<file path="src/rtl/srcz_gen_pkg.sv">
// Shared blitter definitions for the source-Z path: phrase geometry,
// accumulator width and the span sequencing states.
package srcz_gen_pkg;

    localparam int PIX_PER_PHRASE = 4;
    localparam int ZW             = 16;
    localparam int ZACC_W         = 32;

    typedef enum logic [1:0] {
        IDLE = 2'd0,
        RUN  = 2'd1,
        DONE = 2'd2
    } state_t;

    // Lane enable mask for 0..4 active pixels, lane 0 filled first.
    function automatic logic [PIX_PER_PHRASE-1:0] lane_mask(input logic [2:0] npix);
        case (npix)
            3'd0:    lane_mask = 4'b0000;
            3'd1:    lane_mask = 4'b0001;
            3'd2:    lane_mask = 4'b0011;
            3'd3:    lane_mask = 4'b0111;
            default: lane_mask = 4'b1111;
        endcase
    endfunction

endpackage

</file>
<file path="src/rtl/srcz_gen_zlane_add.sv">
// One phrase lane: integer Z of pixel `lane` in the phrase, i.e. the upper
// half of z_acc + lane*zinc (mod 2^32), forced to zero when the lane is off.
module zlane_add
    import srcz_gen_pkg::*;
(
    input  logic [ZACC_W-1:0] z_acc,
    input  logic [ZACC_W-1:0] zinc,
    input  logic [1:0]        lane,
    input  logic              en,
    output logic [ZW-1:0]     z
);

    logic [ZACC_W-1:0] offset;
    logic [ZACC_W-1:0] sum;

    // Small lane multiples need only a shift and at most one add.
    always_comb begin
        offset = '0;
        case (lane)
            2'd1:    offset = zinc;
            2'd2:    offset = {zinc[ZACC_W-2:0], 1'b0};
            2'd3:    offset = zinc + {zinc[ZACC_W-2:0], 1'b0};
            default: offset = '0;
        endcase
        sum = z_acc + offset;
        z   = en ? sum[ZACC_W-1:ZW] : '0;
    end

endmodule

</file>
<file path="src/rtl/srcz_gen.sv">
// Source-Z generator: steps a 16.16 Z along a span and presents up to four
// integer Z values per phrase to the Z comparator.
module srcz_gen
    import srcz_gen_pkg::*;
(
    input  logic                      sys_clk,
    input  logic                      reset,
    input  logic                      load,
    input  logic [ZACC_W-1:0]         zstart,
    input  logic [ZACC_W-1:0]         zinc,
    input  logic [15:0]               count,
    input  logic                      phrase_mode,
    output logic                      srcz_valid,
    input  logic                      srcz_ready,
    output logic [2*ZW-1:0]           srczplo,
    output logic [2*ZW-1:0]           srczphi,
    output logic [PIX_PER_PHRASE-1:0] pix_en,
    output logic                      busy,
    output logic                      done
);

    state_t            state_q, state_d;
    logic [ZACC_W-1:0] z_acc, z_acc_d;
    logic [ZACC_W-1:0] zinc_r, zinc_d;
    logic [15:0]       rem, rem_d;
    logic              pm_r, pm_d;

    logic [2:0]        npix;
    logic [ZACC_W-1:0] step_inc;
    logic [ZW-1:0]     lane_z [PIX_PER_PHRASE];
    logic              run;

    assign run        = (state_q == RUN);
    assign npix       = !pm_r ? 3'd1 : (rem >= 16'd4) ? 3'd4 : rem[2:0];
    assign pix_en     = run ? lane_mask(npix) : '0;
    assign srcz_valid = run;
    assign busy       = (state_q != IDLE);
    assign done       = (state_q == DONE);
    assign srczplo    = {lane_z[1], lane_z[0]};
    assign srczphi    = {lane_z[3], lane_z[2]};

    for (genvar k = 0; k < PIX_PER_PHRASE; k++) begin : g_lane
        zlane_add u_lane (
            .z_acc (z_acc),
            .zinc  (zinc_r),
            .lane  (2'(k)),
            .en    (pix_en[k]),
            .z     (lane_z[k])
        );
    end

    always_comb begin
        step_inc = '0;
        case (npix)
            3'd1:    step_inc = zinc_r;
            3'd2:    step_inc = {zinc_r[ZACC_W-2:0], 1'b0};
            3'd3:    step_inc = zinc_r + {zinc_r[ZACC_W-2:0], 1'b0};
            3'd4:    step_inc = {zinc_r[ZACC_W-3:0], 2'b00};
            default: step_inc = '0;
        endcase
    end

    // A phrase transfers on any edge where srcz_valid && srcz_ready; while
    // valid is high and ready low, the phrase and all state are held. A load
    // overrides a same-cycle transfer and silently drops the old span.
    always_comb begin
        state_d = state_q;
        z_acc_d = z_acc;
        zinc_d  = zinc_r;
        rem_d   = rem;
        pm_d    = pm_r;
        if (load) begin
            if (count != 16'd0) begin
                state_d = RUN;
                z_acc_d = zstart;
                zinc_d  = zinc;
                rem_d   = count;
                pm_d    = phrase_mode;
            end else begin
                state_d = DONE;
            end
        end else begin
            case (state_q)
                RUN: begin
                    if (srcz_ready) begin
                        z_acc_d = z_acc + step_inc;
                        rem_d   = rem - {13'd0, npix};
                        if (rem == {13'd0, npix}) state_d = DONE;
                    end
                end
                DONE:    state_d = IDLE;
                default: state_d = IDLE;
            endcase
        end
    end

    always_ff @(posedge sys_clk) begin
        if (reset) begin
            state_q <= IDLE;
            z_acc   <= '0;
            zinc_r  <= '0;
            rem     <= '0;
            pm_r    <= 1'b0;
        end else begin
            state_q <= state_d;
            z_acc   <= z_acc_d;
            zinc_r  <= zinc_d;
            rem     <= rem_d;
            pm_r    <= pm_d;
        end
    end

endmodule

</file>
<file path="config.mk">
export PLATFORM = sky130hd
export DESIGN_NAME = srcz_gen
export DESIGN_NICKNAME = d
export VERILOG_FILES = /design/src/rtl/srcz_gen_pkg.sv /design/src/rtl/srcz_gen_zlane_add.sv /design/src/rtl/srcz_gen.sv
export SDC_FILE = /design/constraint.sdc
export NUM_CORES = 1
export LEC_CHECK = 0
export BUFFER_PORTS_ARGS = -buffer_cell sky130_fd_sc_hd__buf_2
export CAP_MARGIN = 20
export CORE_MARGIN = 5
export CORE_UTILIZATION = 61
export DETAILED_ROUTE_END_ITERATION = 10
export GPL_TIMING_DRIVEN = 0
export HOLD_SLACK_MARGIN = 0.12
export PLACE_DENSITY = 0.85
export SLEW_MARGIN = 10
export SYNTH_ARGS = -nofsm -noshare
export SYNTH_HDL_FRONTEND = slang
export SYNTH_HIERARCHICAL = 1
export SYNTH_SLANG_ARGS = --single-unit
export TNS_END_PERCENT = 30
</file>
<file path="constraint.sdc">
create_clock -name sys_clk -period 7.6 [get_ports sys_clk]
set_clock_uncertainty 0.2 [all_clocks]
set_input_delay 0.38 -clock sys_clk [delete_from_list [all_inputs] [get_ports sys_clk]]
set_output_delay 0.38 -clock sys_clk [all_outputs]
set_load 0.02 [all_outputs]
</file>
==> summary.txt <==
Run status
  • Status: finished, final reports clean

Detailed routing
  • Wire length on met3: approximately 6.3 mm
  • Antenna Nets Post-Route: 0
  • Initial DRC Count: about 2100
  • Vias: 23200
  • DR pass1 iterations: 6
  • Met2 routed WL: approximately 35 mm
  • DRC viols: 0
  • Final WL: about 74 mm
  • Vias per cell: ~6.7
  • Wire length per cell: 21.4 um
  • DRT met1 WL: ~28 mm
  • Max layer used: met5

Logic synthesis
  • Synth Area in Compound Gates: ~37%
  • Synth Area in XOR/XNOR: under 10%
  • Post-synthesis async set-or-reset flop share: 0%
  • Flops & latches, synth: 83
  • Simple-gate share of the synthesized area: around 19%
  • Synth Area in Adders: roughly a fifth
  • Post-synth EDFFs: 0
  • Synthesized area: just over 0.02 mm2
  • Yosys warnings: 6
  • Mux contribution to synthesized area: roughly 4.2%
  • Post-synthesis area per instance: ~7.4 um2
  • Sequential-to-total area share from yosys stat: a little over 8%
  • Gate Count Post-Synth: 2756
  • Main combinational cell family by area after synthesis: compound AO/OA/AOI/OAI gates
  • Top FF cell, synth: dfxtp_1
  • Netlist cell types: 99

Final layout
  • Share of layout cells above drive strength 1: 10.4%
  • Final nets: roughly 3400
  • Layout area overhead: 10.9%
  • Core Util, Final: between 60% and 70%
  • Fillers: ~2900
  • Final non-filler cell area: approximately 0.023 mm2
  • Leading cell type in the layout, fill and taps excluded: ha_1
  • Most frequent cells in the layout: ha_1, a21oi_1, nand2_1

Pwr
  • Worst vdd ir: approximately 110 uV
  • Power Density: approximately 100 mW/mm2
  • Overall power: approximately 2.4 mW
  • Static leakage: between 10 and 15 nW

Global routing
  • First-pass GRT wire length: ~110 mm
  • Grt ovf: 0
  • Vias in the first global route: about 22000
  • Largest net degree at the start of global routing: 31
  • Antenna violations before repair: 3
  • Gr usage total: a little under two fifths

Place
  • HPWL Detailed: between 50 and 60 mm
  • Final GP Congestion: just over 1
  • Port-buffer cells: 153
  • Pre-CTS setup slack: between 0.6 and 0.7 ns
  • Placed inst area: between 0.02 and 0.025 mm2

Critical path
  • Worst-path fanout max: 22
  • R2R depth: 20
  • Critical path type: flop to output port
  • Startpoint types: flop
  • Critical path arrival: 6.65 ns
  • Critical path endpoint category: output port
  • Worst Path Required: around 7 ns

Floorplanning
  • # rows: 67
  • Die area: 0.0373 mm2
  • IO Pins: between 150 and 200
  • Initial core utilization: about three fifths
  • Die width: a little under 200 um
  • Core region area: 0.0333 mm2
  • Die height: approximately 190 um

STA
  • Worst Tran Pin Value: around 1.2 ns
  • Fmax: 138 MHz
  • Period minus WS final: between 7 and 8 ns
  • Slew headroom: between 15 and 20%
  • Endpoints failing hold: 0
  • Slew Limit Fails: 0
  • PnR worst setup slack: 0.366 ns
  • Tcrit/Tclk final: 95.2%
  • Setup violators final: 0
  • Final hold slack: 0.170 ns

Clocking
  • Worst skew pair latency: approximately 0.37 ns
  • Clock transition at path regs: 0.07 ns
  • H-tree depth: 3
  • CTS tree: done
  • Maximum buffer depth of the clock tree: 2
  • Buffer count from post-CTS setup fixing: 0
  • Clock root cell: clkbuf_16
  • Num CTS Buffers: 9
  • Clk sinks: slightly above 80

Job
  • Number of max-cap violations: 0

Hold path
  • Hold path depth: 3
  • Hold WC Path Type: input port to flop
power breakdown:
| group | switching [mW] | total [mW] | internal (mW) |
|---|---|---|---|
| logic | 0.742 | 1.28 | 0.537 |
| registers | 0.143 | 0.611 | 0.468 |
| clock network | 0.219 | 0.481 | 0.262 |
| total | 1.10 | 2.37 | 1.27 |
routing by layer:
metal / GRT usage (%) / vias to the layer above
li1: - / 11000
met3: 5.73 / 312
met2: 67.1 / 1192
met4: 22.5 / 2
met1: 43.3 / 10700
met5: 0 / -
worst paths after layout:
check | slack (ns) | end | start
setup / recovery | 0.37 | srczphi[31] | zinc_r[6]$_SDFFE_PP0P_
hold / removal | 0.17 | z_acc[0]$_SDFFE_PP0P_ | zstart[0]
setup reg to reg | 0.98 | z_acc[28]$_SDFFE_PP0P_ | rem[10]$_SDFFE_PP0P_
hold reg to reg | 0.35 | rem[5]$_SDFFE_PP0P_ | rem[5]$_SDFFE_PP0P_
worst max-delay path: stages, from the launching register on:
cell	delay, ns
dfxtp_1	0.93
ha_1	0.46
and3_1	0.24
a221oi_4	0.32
o21ai_0	0.13
a21oi_1	0.27
o21bai_1	0.12
a21oi_1	0.18
xnor2_1	0.14
nand2_1	0.07
a31oi_1	0.16
ha_1	0.29
a211oi_1	0.33
o21ai_0	0.14
o22ai_1	0.58
o2111ai_1	0.30
a31oi_2	0.30
a31oi_1	0.18
a31o_2	0.31
and3b_1	0.18
or4_1	0.50
buf_2	0.17
flip-flops by register name (all words and copies together) (netlist names):
| name | cells |
|---|---|
| state_q | 2 |
| rem | 16 |
| pm_r | 1 |
| zinc_r | 32 |
| z_acc | 32 |
area by class of cell:
type                            instances  area (um2)  share of cell area, %
Antenna cell                            2        5.00                 0.0221
Buffer                                115         438                   1.93
Clock buffer                            9         225                  0.992
Clock inverter                          7        83.8                  0.369
Inverter                               81         307                   1.35
Multi-Input combinational cell       2512       18200                   80.1
Sequential cell                        83        1660                   7.33
Tap cell                              448         561                   2.47
Timing Repair Buffer                  198        1230                   5.41
per-stage QoR:
step,TNS (ns),cells
floorplan,0,2791
global placement,0,3392
detailed placement,0,3393
CTS,0,3448
global route,-0.00225,3455
finish,0,3455
synthesized netlist by cell type, types with 12 or more instances:
| cell | n | area [um2] |
|---|---|---|
| a221o_1 | 18 | 180 |
| nand2b_1 | 42 | 263 |
| a21oi_1 | 275 | 1380 |
| or3_1 | 14 | 87.6 |
| nand2_1 | 235 | 882 |
| inv_1 | 79 | 297 |
| a21o_1 | 127 | 953 |
| o211ai_1 | 28 | 210 |
| a31oi_1 | 42 | 263 |
| o21bai_1 | 26 | 195 |
| a221oi_1 | 15 | 131 |
| o21a_1 | 26 | 195 |
| o31a_1 | 12 | 105 |
| xnor2_1 | 110 | 963 |
| a22oi_1 | 41 | 308 |
| nor4_1 | 12 | 75.1 |
| o21ai_0 | 173 | 866 |
| nor2_1 | 211 | 792 |
| and2_1 | 22 | 138 |
| and3_1 | 34 | 213 |
| a211oi_1 | 44 | 330 |
| a222oi_1 | 23 | 230 |
| clkbuf_1 | 101 | 379 |
| nor2b_1 | 28 | 175 |
| a22o_1 | 65 | 569 |
| ha_1 | 302 | 3780 |
| mux2_2 | 59 | 664 |
| xor2_1 | 89 | 780 |
| nor3_1 | 54 | 270 |
| nand4_1 | 28 | 175 |
| dfxtp_1 | 83 | 1660 |
| mux2i_1 | 19 | 190 |
| nand3_1 | 59 | 295 |
cells by family (layout without fill, tap and decap cells):
logic type,count (synthesis),in the layout
other,2,39
flip-flops,83,83
multiplexers,78,78
AO/OA/AOI/OAI,1078,1078
buffers and inverters,196,410
adder cells (fa/ha/maj),310,310
XOR/XNOR,200,200
AND/OR/NAND/NOR,809,809
repair_timing:
| action | CTS | global route |
|---|---|---|
| hold endpoints to repair | 39 | 0 |
| endpoints found under the setup margin | 0 | 1 |
| hold buffers | 39 | 0 |
| gates resized for setup | 0 | 2 |
Power figures use the tool's default switching activity.
